## src/rtl/st7735_pkg.sv

```systemverilog
`default_nettype none
// ============================================================================
// Module      : st7735_pkg
// Description : Shared definitions for the ST7735R SPI receive front-end:
//               command codes, decode-context states, default window ends.
// Revision    : 1.0 - initial release
// ============================================================================
package st7735_pkg;

    // ST7735R command codes recognised (or passed through) by the receiver
    localparam logic [7:0] CMD_NOP     = 8'h00;
    localparam logic [7:0] CMD_SWRESET = 8'h01;
    localparam logic [7:0] CMD_DISPOFF = 8'h28;
    localparam logic [7:0] CMD_DISPON  = 8'h29;
    localparam logic [7:0] CMD_CASET   = 8'h2A;
    localparam logic [7:0] CMD_RASET   = 8'h2B;
    localparam logic [7:0] CMD_RAMWR   = 8'h2C;

    // Reset / SWRESET window ends (480 x 272 panel)
    localparam int DEFAULT_COL_END = 479;
    localparam int DEFAULT_ROW_END = 271;

    // Data-byte index value meaning "all four address bytes consumed"
    localparam logic [2:0] IDX_ADDR_DONE = 3'd4;

    // Which command the following data bytes belong to
    typedef enum logic [1:0] {
        CTX_IDLE  = 2'd0,
        CTX_CASET = 2'd1,
        CTX_RASET = 2'd2,
        CTX_RAMWR = 2'd3
    } ctx_e;

endpackage
`default_nettype wire

```

## src/rtl/spi_rx_sync.sv

```systemverilog
`default_nettype none
// ============================================================================
// Module      : spi_rx_sync
// Description : Brings SPI_CLK, SPI_CS, SPI_MOSI and DC into the mco domain
//               through SYNC_STAGES flip-flops each, and detects the SPI_CLK
//               rising edge and the CS rising edge on the synced samples.
// Ports       : i_clk, i_rst_n         mco clock, async active-low reset
//               i_spi_clk/cs/mosi,i_dc raw asynchronous SPI pins
//               o_mosi, o_dc, o_cs     synchronized levels
//               o_sclk_rise            1-cycle pulse on synced SPI_CLK 0->1
//               o_cs_rise              1-cycle pulse on synced CS 0->1
// Revision    : 1.0 - initial release
// ============================================================================
module spi_rx_sync #(
    parameter int SYNC_STAGES = 2
) (
    input  logic i_clk,
    input  logic i_rst_n,
    input  logic i_spi_clk,
    input  logic i_spi_cs,
    input  logic i_spi_mosi,
    input  logic i_dc,
    output logic o_mosi,
    output logic o_dc,
    output logic o_cs,
    output logic o_sclk_rise,
    output logic o_cs_rise
);

    // Lane order {dc, mosi, cs, sclk}; CS resets to 1 (deselected) so that
    // leaving reset never looks like a CS edge or an accepted SPI_CLK edge.
    localparam logic [3:0] RST_VAL = 4'b0010;

    logic [3:0] async_in;
    logic [3:0] synced;
    logic       sclk_prev_q;
    logic       cs_prev_q;

    assign async_in = {i_dc, i_spi_mosi, i_spi_cs, i_spi_clk};

    for (genvar l = 0; l < 4; l++) begin : g_lane
        logic [SYNC_STAGES-1:0] ff_q;
        always_ff @(posedge i_clk or negedge i_rst_n) begin
            if (!i_rst_n) begin
                ff_q <= {SYNC_STAGES{RST_VAL[l]}};
            end else begin
                ff_q <= {ff_q[SYNC_STAGES-2:0], async_in[l]};
            end
        end
        assign synced[l] = ff_q[SYNC_STAGES-1];
    end

    always_ff @(posedge i_clk or negedge i_rst_n) begin
        if (!i_rst_n) begin
            sclk_prev_q <= 1'b0;
            cs_prev_q   <= 1'b1;
        end else begin
            sclk_prev_q <= synced[0];
            cs_prev_q   <= synced[1];
        end
    end

    assign o_cs        = synced[1];
    assign o_mosi      = synced[2];
    assign o_dc        = synced[3];
    assign o_sclk_rise = synced[0] & ~sclk_prev_q;
    assign o_cs_rise   = synced[1] & ~cs_prev_q;

endmodule
`default_nettype wire

```

## src/rtl/st7735_spi_rx.sv

```systemverilog
`default_nettype none
// ============================================================================
// Module      : st7735_spi_rx
// Description : SPI mode-0 slave emulating the ST7735R write path. Assembles
//               MSB-first bytes, decodes commands (DC=0) and their data bytes
//               (DC=1) into instruction, CASET/RASET window and RGB565 pixel
//               strobes, all synchronous to i_clk (mco).
// Ports       : i_clk, i_rst_n                     mco clock, async reset (low)
//               i_spi_clk, i_spi_cs, i_spi_mosi    SPI pins (async)
//               i_dc                               H data / L command
//               o_inst_data, o_inst_en_pls         last command byte + strobe
//               o_col_addr,  o_col_addr_en_pls     {XS,XE} + strobe
//               o_row_addr,  o_row_addr_en_pls     {YS,YE} + strobe
//               o_pixel_data, o_pixel_en_pls       RGB565 pixel + strobe
// Config      : ST7735_SPI_RX_PIXEL_SWAP_EN - when defined the first RAMWR
//               byte of each pixel is the low byte; otherwise big-endian.
// Revision    : 1.0 - initial release
// ============================================================================
module st7735_spi_rx
    import st7735_pkg::*;
#(
    parameter int SYNC_STAGES = 2,
    parameter int DEF_COL_END = DEFAULT_COL_END,
    parameter int DEF_ROW_END = DEFAULT_ROW_END
) (
    input  logic        i_clk,
    input  logic        i_rst_n,
    input  logic        i_spi_clk,
    input  logic        i_spi_cs,
    input  logic        i_spi_mosi,
    input  logic        i_dc,
    output logic [7:0]  o_inst_data,
    output logic        o_inst_en_pls,
    output logic [31:0] o_col_addr,
    output logic        o_col_addr_en_pls,
    output logic [31:0] o_row_addr,
    output logic        o_row_addr_en_pls,
    output logic [15:0] o_pixel_data,
    output logic        o_pixel_en_pls
);

    localparam logic [31:0] COL_RST = {16'd0, 16'(DEF_COL_END)};
    localparam logic [31:0] ROW_RST = {16'd0, 16'(DEF_ROW_END)};

    // ---------------------------------------------------------------- sync
    logic mosi_s, dc_s, cs_s, sclk_rise, cs_rise, bit_edge;

    spi_rx_sync #(.SYNC_STAGES(SYNC_STAGES)) u_sync (
        .i_clk       (i_clk),
        .i_rst_n     (i_rst_n),
        .i_spi_clk   (i_spi_clk),
        .i_spi_cs    (i_spi_cs),
        .i_spi_mosi  (i_spi_mosi),
        .i_dc        (i_dc),
        .o_mosi      (mosi_s),
        .o_dc        (dc_s),
        .o_cs        (cs_s),
        .o_sclk_rise (sclk_rise),
        .o_cs_rise   (cs_rise)
    );

    // SPI_CLK edges only count while the slave is selected
    assign bit_edge = sclk_rise & ~cs_s;

    // ------------------------------------------------------ byte assembly
    logic [2:0] bit_cnt_q;
    logic [6:0] shift_q;
    logic       dc_lat_q;
    logic [7:0] byte_q;
    logic       byte_dc_q;
    logic       byte_vld_q;

    always_ff @(posedge i_clk or negedge i_rst_n) begin
        if (!i_rst_n) begin
            bit_cnt_q  <= 3'd0;
            shift_q    <= 7'd0;
            dc_lat_q   <= 1'b0;
            byte_q     <= 8'd0;
            byte_dc_q  <= 1'b0;
            byte_vld_q <= 1'b0;
        end else begin
            byte_vld_q <= 1'b0;
            if (cs_rise) begin
                // partial byte is thrown away; next byte starts at bit 7
                bit_cnt_q <= 3'd0;
            end else if (bit_edge) begin
                shift_q   <= {shift_q[5:0], mosi_s};
                bit_cnt_q <= bit_cnt_q + 3'd1;
                // DC is qualified with the MSB, the first bit of the byte
                if (bit_cnt_q == 3'd0) begin
                    dc_lat_q <= dc_s;
                end
                if (bit_cnt_q == 3'd7) begin
                    byte_q     <= {shift_q, mosi_s};
                    byte_dc_q  <= dc_lat_q;
                    byte_vld_q <= 1'b1;
                end
            end
        end
    end

    // ------------------------------------------------- context / decode
    ctx_e        ctx_q, ctx_d;
    logic [2:0]  idx_q, idx_d;           // data-byte index; 4 = address complete
    logic [23:0] addr_buf_q, addr_buf_d; // first three address bytes
    logic [31:0] col_q, col_d;
    logic [31:0] row_q, row_d;
    logic [7:0]  pix_first_q, pix_first_d;
    logic [15:0] pix_q, pix_d;
    logic [7:0]  inst_q, inst_d;
    logic        inst_pls_q, inst_pls_d;
    logic        col_pls_q, col_pls_d;
    logic        row_pls_q, row_pls_d;
    logic        pix_pls_q, pix_pls_d;

    always_ff @(posedge i_clk or negedge i_rst_n) begin
        if (!i_rst_n) begin
            ctx_q       <= CTX_IDLE;
            idx_q       <= 3'd0;
            addr_buf_q  <= 24'd0;
            col_q       <= COL_RST;
            row_q       <= ROW_RST;
            pix_first_q <= 8'd0;
            pix_q       <= 16'd0;
            inst_q      <= 8'd0;
            inst_pls_q  <= 1'b0;
            col_pls_q   <= 1'b0;
            row_pls_q   <= 1'b0;
            pix_pls_q   <= 1'b0;
        end else begin
            ctx_q       <= ctx_d;
            idx_q       <= idx_d;
            addr_buf_q  <= addr_buf_d;
            col_q       <= col_d;
            row_q       <= row_d;
            pix_first_q <= pix_first_d;
            pix_q       <= pix_d;
            inst_q      <= inst_d;
            inst_pls_q  <= inst_pls_d;
            col_pls_q   <= col_pls_d;
            row_pls_q   <= row_pls_d;
            pix_pls_q   <= pix_pls_d;
        end
    end

    always_comb begin
        ctx_d       = ctx_q;
        idx_d       = idx_q;
        addr_buf_d  = addr_buf_q;
        col_d       = col_q;
        row_d       = row_q;
        pix_first_d = pix_first_q;
        pix_d       = pix_q;
        inst_d      = inst_q;
        inst_pls_d  = 1'b0;
        col_pls_d   = 1'b0;
        row_pls_d   = 1'b0;
        pix_pls_d   = 1'b0;

        if (byte_vld_q) begin
            if (!byte_dc_q) begin
                // every command restarts data indexing, aborting partials
                inst_d     = byte_q;
                inst_pls_d = 1'b1;
                idx_d      = 3'd0;
                case (byte_q)
                    CMD_CASET: ctx_d = CTX_CASET;
                    CMD_RASET: ctx_d = CTX_RASET;
                    CMD_RAMWR: ctx_d = CTX_RAMWR;
                    CMD_SWRESET: begin
                        ctx_d = CTX_IDLE;
                        col_d = COL_RST;
                        row_d = ROW_RST;
                    end
                    default:   ctx_d = CTX_IDLE;
                endcase
            end else begin
                case (ctx_q)
                    CTX_CASET, CTX_RASET: begin
                        if (idx_q == 3'd3) begin
                            // whole window updates at once on the last byte
                            if (ctx_q == CTX_CASET) begin
                                col_d     = {addr_buf_q, byte_q};
                                col_pls_d = 1'b1;
                            end else begin
                                row_d     = {addr_buf_q, byte_q};
                                row_pls_d = 1'b1;
                            end
                            idx_d = IDX_ADDR_DONE;
                        end else if (idx_q != IDX_ADDR_DONE) begin
                            addr_buf_d = {addr_buf_q[15:0], byte_q};
                            idx_d      = idx_q + 3'd1;
                        end
                    end
                    CTX_RAMWR: begin
                        if (!idx_q[0]) begin
                            pix_first_d = byte_q;
                        end else begin
`ifdef ST7735_SPI_RX_PIXEL_SWAP_EN
                            pix_d = {byte_q, pix_first_q};
`else
                            pix_d = {pix_first_q, byte_q};
`endif
                            pix_pls_d = 1'b1;
                        end
                        idx_d = idx_q ^ 3'd1;
                    end
                    default: ;
                endcase
            end
        end

        if (cs_rise) begin
            idx_d = 3'd0;
        end
    end

    assign o_inst_data       = inst_q;
    assign o_inst_en_pls     = inst_pls_q;
    assign o_col_addr        = col_q;
    assign o_col_addr_en_pls = col_pls_q;
    assign o_row_addr        = row_q;
    assign o_row_addr_en_pls = row_pls_q;
    assign o_pixel_data      = pix_q;
    assign o_pixel_en_pls    = pix_pls_q;

endmodule
`default_nettype wire

```

## config.mk

```make
export PLATFORM = sky130hd
export DESIGN_NAME = st7735_spi_rx
export DESIGN_NICKNAME = d
export VERILOG_FILES = /design/src/rtl/st7735_pkg.sv /design/src/rtl/spi_rx_sync.sv /design/src/rtl/st7735_spi_rx.sv
export SDC_FILE = /design/constraint.sdc
export NUM_CORES = 1
export LEC_CHECK = 0
export ABC_CLOCK_PERIOD_IN_PS = 5500
export CAP_MARGIN = 20
export CELL_PAD_IN_SITES_DETAIL_PLACEMENT = 2
export CELL_PAD_IN_SITES_GLOBAL_PLACEMENT = 2
export CORE_ASPECT_RATIO = 0.7
export CORE_MARGIN = 1.5
export CORE_UTILIZATION = 35
export CTS_CLUSTER_DIAMETER = 40
export DETAILED_ROUTE_END_ITERATION = 10
export PLACE_DENSITY = 0.7
export SYNTH_ARGS = -nofsm -noshare
export SYNTH_HDL_FRONTEND = slang
export SYNTH_HIERARCHICAL = 1
export SYNTH_SLANG_ARGS = --single-unit
```

## constraint.sdc

```tcl
create_clock -name i_clk -period 5.5 [get_ports i_clk]
set_input_delay 0.825 -clock i_clk [delete_from_list [all_inputs] [get_ports i_clk]]
set_output_delay 0.825 -clock i_clk [all_outputs]
set_load 0.01 [all_outputs]
```

==> metrics.csv, run 1 <==
metric,value,unit
status,finished clean,
Setup TNS Final,0,ns
r2r endpoint,o_row_addr[28],
WP buf/inv,0,
Final period util,0.473,
Sw Ratio,0.217,
critical path's top delay family,simple AND/OR/NAND/NOR gates,
# fillers,1845,
Worst slew margin,0.368,
post-route ant nets,0,
FF-to-FF path depth,4,
Die X,168,um
largest cells by area after synthesis,"dfrtp_1 54%, mux2_4 13%, mux2_2 9.9%",
detailed placer's ending HPWL,11.0,mm
Final Slew Violations,0,
NetSw,0.522,mW
P_leak,3.99,nW
"commonest non-fill, non-tap cell in the layout",dfrtp_1,
Post-synth ARST share,1.00,
f_max,384,MHz
post-synthesis sequential area ratio,0.600,
Critical Path RT,5.81,ns
worst-skew pair later-pin latency,0.43,ns
Clock power frac,0.459,
kind of critical path,flip-flop to flip-flop,
share of the synthesized area in the top cell type,0.538,
synthesized instance count,464,
Tmin final,2.60,ns
DR iter-0 viols,172,
initial antenna violation count,0,
root buf cell,clkbuf_16,
largest net degree at the start of global routing,79,
Peak supply drop,0.132,mV
FP Rows,42,
Initial Util,0.356,
CP max stage delay,0.72,ns
number of flops mapped to enable cells by yosys,0,
sequential power share,0.514,
placed cell area,0.00785,mm^2
routed vias,3897,
first-pass GRT wire length,26.9,mm
Pre-antenna DRT Iters,4,
Antenna Cells,0,
die span in y,119,um
postcts setup bufs,0,
Core Box Area,0.0188,mm^2
# clock sinks,160,
crit path cell chain,"nor4_2, a32o_2, nand4_4, mux2_4",
"commonest cells after routing, fill and taps aside","144 x dfrtp_1, 96 x clkdlybuf4s50_1, 59 x mux2_2, 57 x mux2_4, 55 x nand2_1",
skew final,0.0163,ns
Yosys Warn Count,6,
synthesized net count,480,
CP Launch Type,flip-flop,
syn_area_per_cell,14.4,um^2
DRC violations left,0,
GRT Util Overall,0.180,
total grt overflow,0,
"Slowest-stage cell, CP",nand4_4,
Avg Vias per Cell,4.76,
pre-CTS WS,2.90,ns
# IOs,98,
WL per Instance,20.3,um
RSZ-0062 raised after global routing,no,
Gate power share,0.027,
vias in the first global route,4507,
IO Port Bufs,97,
die area,0.0200,mm^2
"Reg clk slew, reported paths",0.06,ns
"Design Area, Final",0.00839,mm^2
crit path max fanout,32,
Area Growth Syn to Fin,25.2,%
arrival time at the worst endpoint,2.91,ns
layout cells sized above 1,0.295,
number of synthesized register bits,160,
total wire length,16.6,mm
Setup crit start,byte_q[5],
worst-margin pin slew,0.949,ns
r2r startpoint,byte_q[5],
H-tree level count,4,
Pint,1.88,mW
Final Setup Violations,0,
CTS Buf Count,17,
Synth Flop Type,dfrtp_1,
post-cts sizing count,0,
clock tree from TritonCTS,yes,
Final Worst Setup Slack,2.90,ns
R2R setup slack,2.90,ns
hold crit path type,flip-flop to flip-flop,
Post-Syn Area,0.00670,mm^2
clock buffer depth,2,
hold_sp,u_sync/g_lane[3].ff_q[0],
worst setup path endpoint,o_row_addr[28],
"area leader, netlist",dfrtp_1,
Pwr Density,286,mW/mm^2
Levels on crit path,4,
crit end category,flip-flop,
# nets final,580,
Hold Buf Count CTS,0,
"Distinct cells, synth",41,
endpoints failing hold,0,
max cap viols,0,
Placer Congestion,0.716,
[kinds of logic after synthesis]
kind of cell | count (synthesis) | share of synthesized area
flip-flops | 160 | 0.600
AND/OR/NAND/NOR | 115 | 0.0901
buffers and inverters | 39 | 0.0355
AO/OA/AOI/OAI | 18 | 0.0202
multiplexers | 120 | 0.233
XOR/XNOR | 2 | 0.00261
adder cells (fa/ha/maj) | 10 | 0.0187
[power groups by stage]
stage | registers (mW) | clock network, mW | logic, mW
4_1_cts | 1.23 | 1.14 | 0.0683
3_3_place_gp | 1.25 | 0 | 0.0614
5_1_grt | 1.24 | 1.19 | 0.0740
6_report | 1.23 | 1.10 | 0.0646
3_5_place_dp | 1.25 | 0 | 0.0676
2_1_floorplan | 1.24 | 0 | 0.0305
[worst min path at each step]
stage,to,cells past startpoint
finish,u_sync/g_lane[3].ff_q[1],0
detailed placement,u_sync/g_lane[3].ff_q[1],0
global placement,u_sync/g_lane[3].ff_q[1],0
global route,u_sync/g_lane[1].ff_q[1],0
floorplan,u_sync/g_lane[0].ff_q[1],0
CTS,u_sync/g_lane[3].ff_q[1],0
[cell usage after synthesis, types with 2 or more instances]
cell type and instances:
xnor2_1 2, nand3_1 2, mux2i_1 4, a21oi_1 4, buf_12 3, dfrtp_1 144, o22ai_1 2, nand2b_1 9
nor2_1 8, a22o_1 2, buf_2 7, nand2_1 55, nor2b_4 2, buf_6 4, mux2_2 59, inv_1 18
ha_1 10, dfstp_2 16, and2_1 25, nor2b_1 2, clkbuf_1 5, o21ai_0 4, nand4_1 3, mux2_4 57
[per-stage QoR]
step,hold WS [ns],power (mW),instances,util
3_3_place_gp,0.334,1.31,787,0.417
3_5_place_dp,0.340,1.32,787,0.417
2_1_floorplan,0.331,1.27,464,-
4_1_cts,0.356,2.44,819,0.446
6_report,0.349,2.40,819,0.446
5_1_grt,0.362,2.50,819,0.446
[flip-flops by register name, indices dropped and copies added, names as in the netlist, 3 cells and up]
name	count
u_sync/g_lane.ff_q	8
o_pixel_data	16
o_row_addr	32
addr_buf_q	24
bit_cnt_q	3
shift_q	7
pix_first_q	8
o_col_addr	32
o_inst_data	8
idx_q	3
byte_q	8
[layer usage]
metal	GRT usage	vias up	share of wire
met2	0.280	78	0.47
met1	0.247	2041	0.49
met3	0.0459	14	0.036
met5	0	-	0
met4	0.0541	0	0.012
li1	-	1764	-
[layout make-up]
type                            instances  area (um^2)  area share
Sequential cell                       160         4020       0.480
Multi-Input combinational cell        265         2450       0.292
Timing Repair Buffer                  102         1010       0.120
Clock buffer                           26          479      0.0571
Tap cell                              242          303      0.0361
Inverter                               18         67.6     0.00805
Clock inverter                          6         61.3     0.00731
[worst register-to-register path, stage by stage (launching register included)]
cell and delay [ns]:
dfrtp_1 0.55, nor4_2 0.32, a32o_2 0.28, nand4_4 0.72
mux2_4 0.63
Note: power is estimated with default switching activity, not from simulation.
==> run 2, diff against run 1 <==
Settings changed: ABC_CLOCK_PERIOD_IN_PS 5500 to 2100, CORE_UTILIZATION 35 to 34, PLACE_DENSITY 0.7 to 0.71.
Clock period 5.5 ns to 2.1 ns, I/O delays scaled along.
==> metrics.csv, run 2 (synthesis results as in run 1) <==
metric,value,unit,change
status,"finished, violations left",,
failing checks,setup timing,,
# nets final,603,,+4.0%
# IOs,98,,unchanged
Sw Ratio,0.217,,about the same
# clock sinks,160,,unchanged
r2r startpoint,idx_q[0],,
total wire length,17.5,mm,+5.5%
worst-skew pair later-pin latency,0.43,ns,about the same
WHS Path Cells,1,,+1
DRC violations left,0,,unchanged
Initial Util,0.350,,-0.00587
Pwr Density,741,mW/mm^2,+160%
first-pass GRT wire length,27.1,mm,+0.92%
clock tree from TritonCTS,yes,,
hold crit path type,input pin to flip-flop,,
routed vias,4076,,+4.6%
R2R setup slack,-0.03,ns,-2.93 ns
Area Growth Syn to Fin,30.5,%,
die span in y,120,um,+1.4%
largest net degree at the start of global routing,64,,-19%
die area,0.0206,mm^2,+2.9%
Final Slew Violations,0,,unchanged
"commonest non-fill, non-tap cell in the layout",dfrtp_1,,
placed cell area,0.00810,mm^2,+3.1%
total grt overflow,0,,unchanged
root buf cell,clkbuf_16,,
RSZ-0062 raised after global routing,yes,,
worst-margin pin slew,0.520,ns,-0.429 ns
Avg Vias per Cell,4.72,,-0.74%
IO Port Bufs,97,,unchanged
WL per Instance,20.3,um,+0.14%
arrival time at the worst endpoint,2.43,ns,-0.48 ns
Gate power share,0.028,,about the same
sequential power share,0.496,,-0.018
max cap viols,0,,unchanged
initial antenna violation count,0,,unchanged
kind of critical path,flip-flop to flip-flop,,
FP Rows,42,,unchanged
DR iter-0 viols,203,,+18%
Final period util,1.01,,+0.540
Pre-antenna DRT Iters,4,,unchanged
"Reg clk slew, reported paths",0.06,ns,about the same
Worst slew margin,0.652,,+0.285
Hold Path End,u_sync/g_lane[1].ff_q[0],,
f_max,470,MHz,+22%
Setup crit start,idx_q[0],,
Die X,171,um,+1.4%
Pint,5.07,mW,+170%
"commonest cells after routing, fill and taps aside","143 x dfrtp_1, 96 x clkdlybuf4s50_1, 59 x mux2_2, 57 x mux2_4, 55 x nand2_1",,
GRT Util Overall,0.179,,-0.00141
CP Launch Type,flip-flop,,
Core Box Area,0.0191,mm^2,+1.7%
Tmin final,2.13,ns,-0.474 ns
placed insts,828,,+5.2%
Critical Path RT,2.41,ns,-3.40 ns
Final Worst Setup Slack,-0.0288,ns,-2.93 ns
P_leak,4.15,nW,+4.1%
detailed placer's ending HPWL,11.8,mm,+7.4%
layout cells sized above 1,0.334,,+0.0393
vias in the first global route,4672,,+3.7%
crit end category,flip-flop,,
Placer Congestion,0.712,,-0.57%
Peak supply drop,0.450,mV,+240%
clock buffer depth,2,,unchanged
skew final,0.00795,ns,-0.00834 ns
endpoints failing hold,0,,unchanged
# fillers,1869,,+1.3%
non-filler instance count after layout,863,,+5.4%
"Design Area, Final",0.00875,mm^2,+4.3%
CTS Buf Count,17,,unchanged
r2r endpoint,addr_buf_q[10],,
NetSw,1.41,mW,+170%
Antenna Cells,0,,unchanged
hold_sp,i_spi_cs,,
FF-to-FF path depth,7,,+3
Final Setup Violations,24,,+24
Clock power frac,0.476,,+0.017
post-route ant nets,0,,unchanged
H-tree level count,4,,unchanged
crit path max fanout,6,,-81%
## run 2: cell count changes in the layout (fill, tap and decap cells not counted), sizes merged
cell         delta
clkinv          +1
clkbuf          -4
dlygate4sd3     +1
buf            +21
clkinvlp        +2
bufinv          +1
## run 2: area by class of cell
| cell class | instances | area (um^2) | share of cell area |
|---|---|---|---|
| Clock inverter | 10 | 111 | 0.0127 |
| Multi-Input combinational cell | 265 | 2460 | 0.281 |
| Sequential cell | 160 | 4030 | 0.460 |
| Clock buffer | 21 | 470 | 0.0538 |
| Inverter | 18 | 67.6 | 0.00772 |
| Tap cell | 264 | 330 | 0.0378 |
| Timing Repair Buffer | 125 | 1280 | 0.147 |
## run 2: repair_timing
action | 4_1_cts | 5_1_grt
pin swaps | 0 | 1
hold buffers | 1 | 0
buffers inserted | 0 | 1
cloned | 0 | 2
resized for setup | 0 | 5
setup endpoints to repair | 1 | 61
endpoints found under the hold margin | 36 | 0
## run 2: worst max-delay path by stage
| stage | cells past startpoint | to |
|---|---|---|
| after floorplan | 7 | addr_buf_q[10] |
| after global placement | 5 | o_col_addr[15] |
| after detailed placement | 6 | o_col_addr[16] |
| after CTS | 5 | o_col_addr[21] |
| after global routing | 7 | addr_buf_q[10] |
| final | 7 | addr_buf_q[10] |
## run 2: worst max-delay path, cell delays in order, from the launching register on
cell       delay, ns
dfrtp_2         0.45
ha_2            0.22
ha_2            0.20
inv_1           0.10
nand4_1         0.19
a21oi_4         0.31
clkbuf_16       0.22
mux2_2          0.33
## run 2: per-layer routing
layer	wire length, um	part of all wire	vias up	global-route usage
li1	-	-	1814	-
met1	8230	0.47	2173	0.233
met2	8550	0.49	78	0.297
met3	572	0.033	11	0.0422
met4	172	0.0098	0	0.0499
met5	0	0	-	0
## run 2: stage by stage
step	hold slack (ns)	worst slack (ns)	utilization	power [mW]	setup TNS, ns
3_3_place_gp	0.258	0.113	0.423	3.43	0
2_1_floorplan	0.0194	0.0893	-	3.33	0
5_1_grt	0.297	-0.0795	0.457	6.72	-1.64
6_report	0.304	-0.0288	0.457	6.48	-0.342
4_1_cts	0.288	-0.00237	0.454	6.58	-0.00237
3_5_place_dp	0.259	0.0230	0.423	3.45	0
## run 2: power by group through the flow
stage               Clock (mW)  Sequential [mW]  Combinational [mW]
global placement             0             3.26               0.170
CTS                       3.17             3.21               0.194
finish                    3.08             3.21               0.184
global route              3.29             3.22               0.213
floorplan                    0             3.25              0.0798
detailed placement           0             3.27               0.185
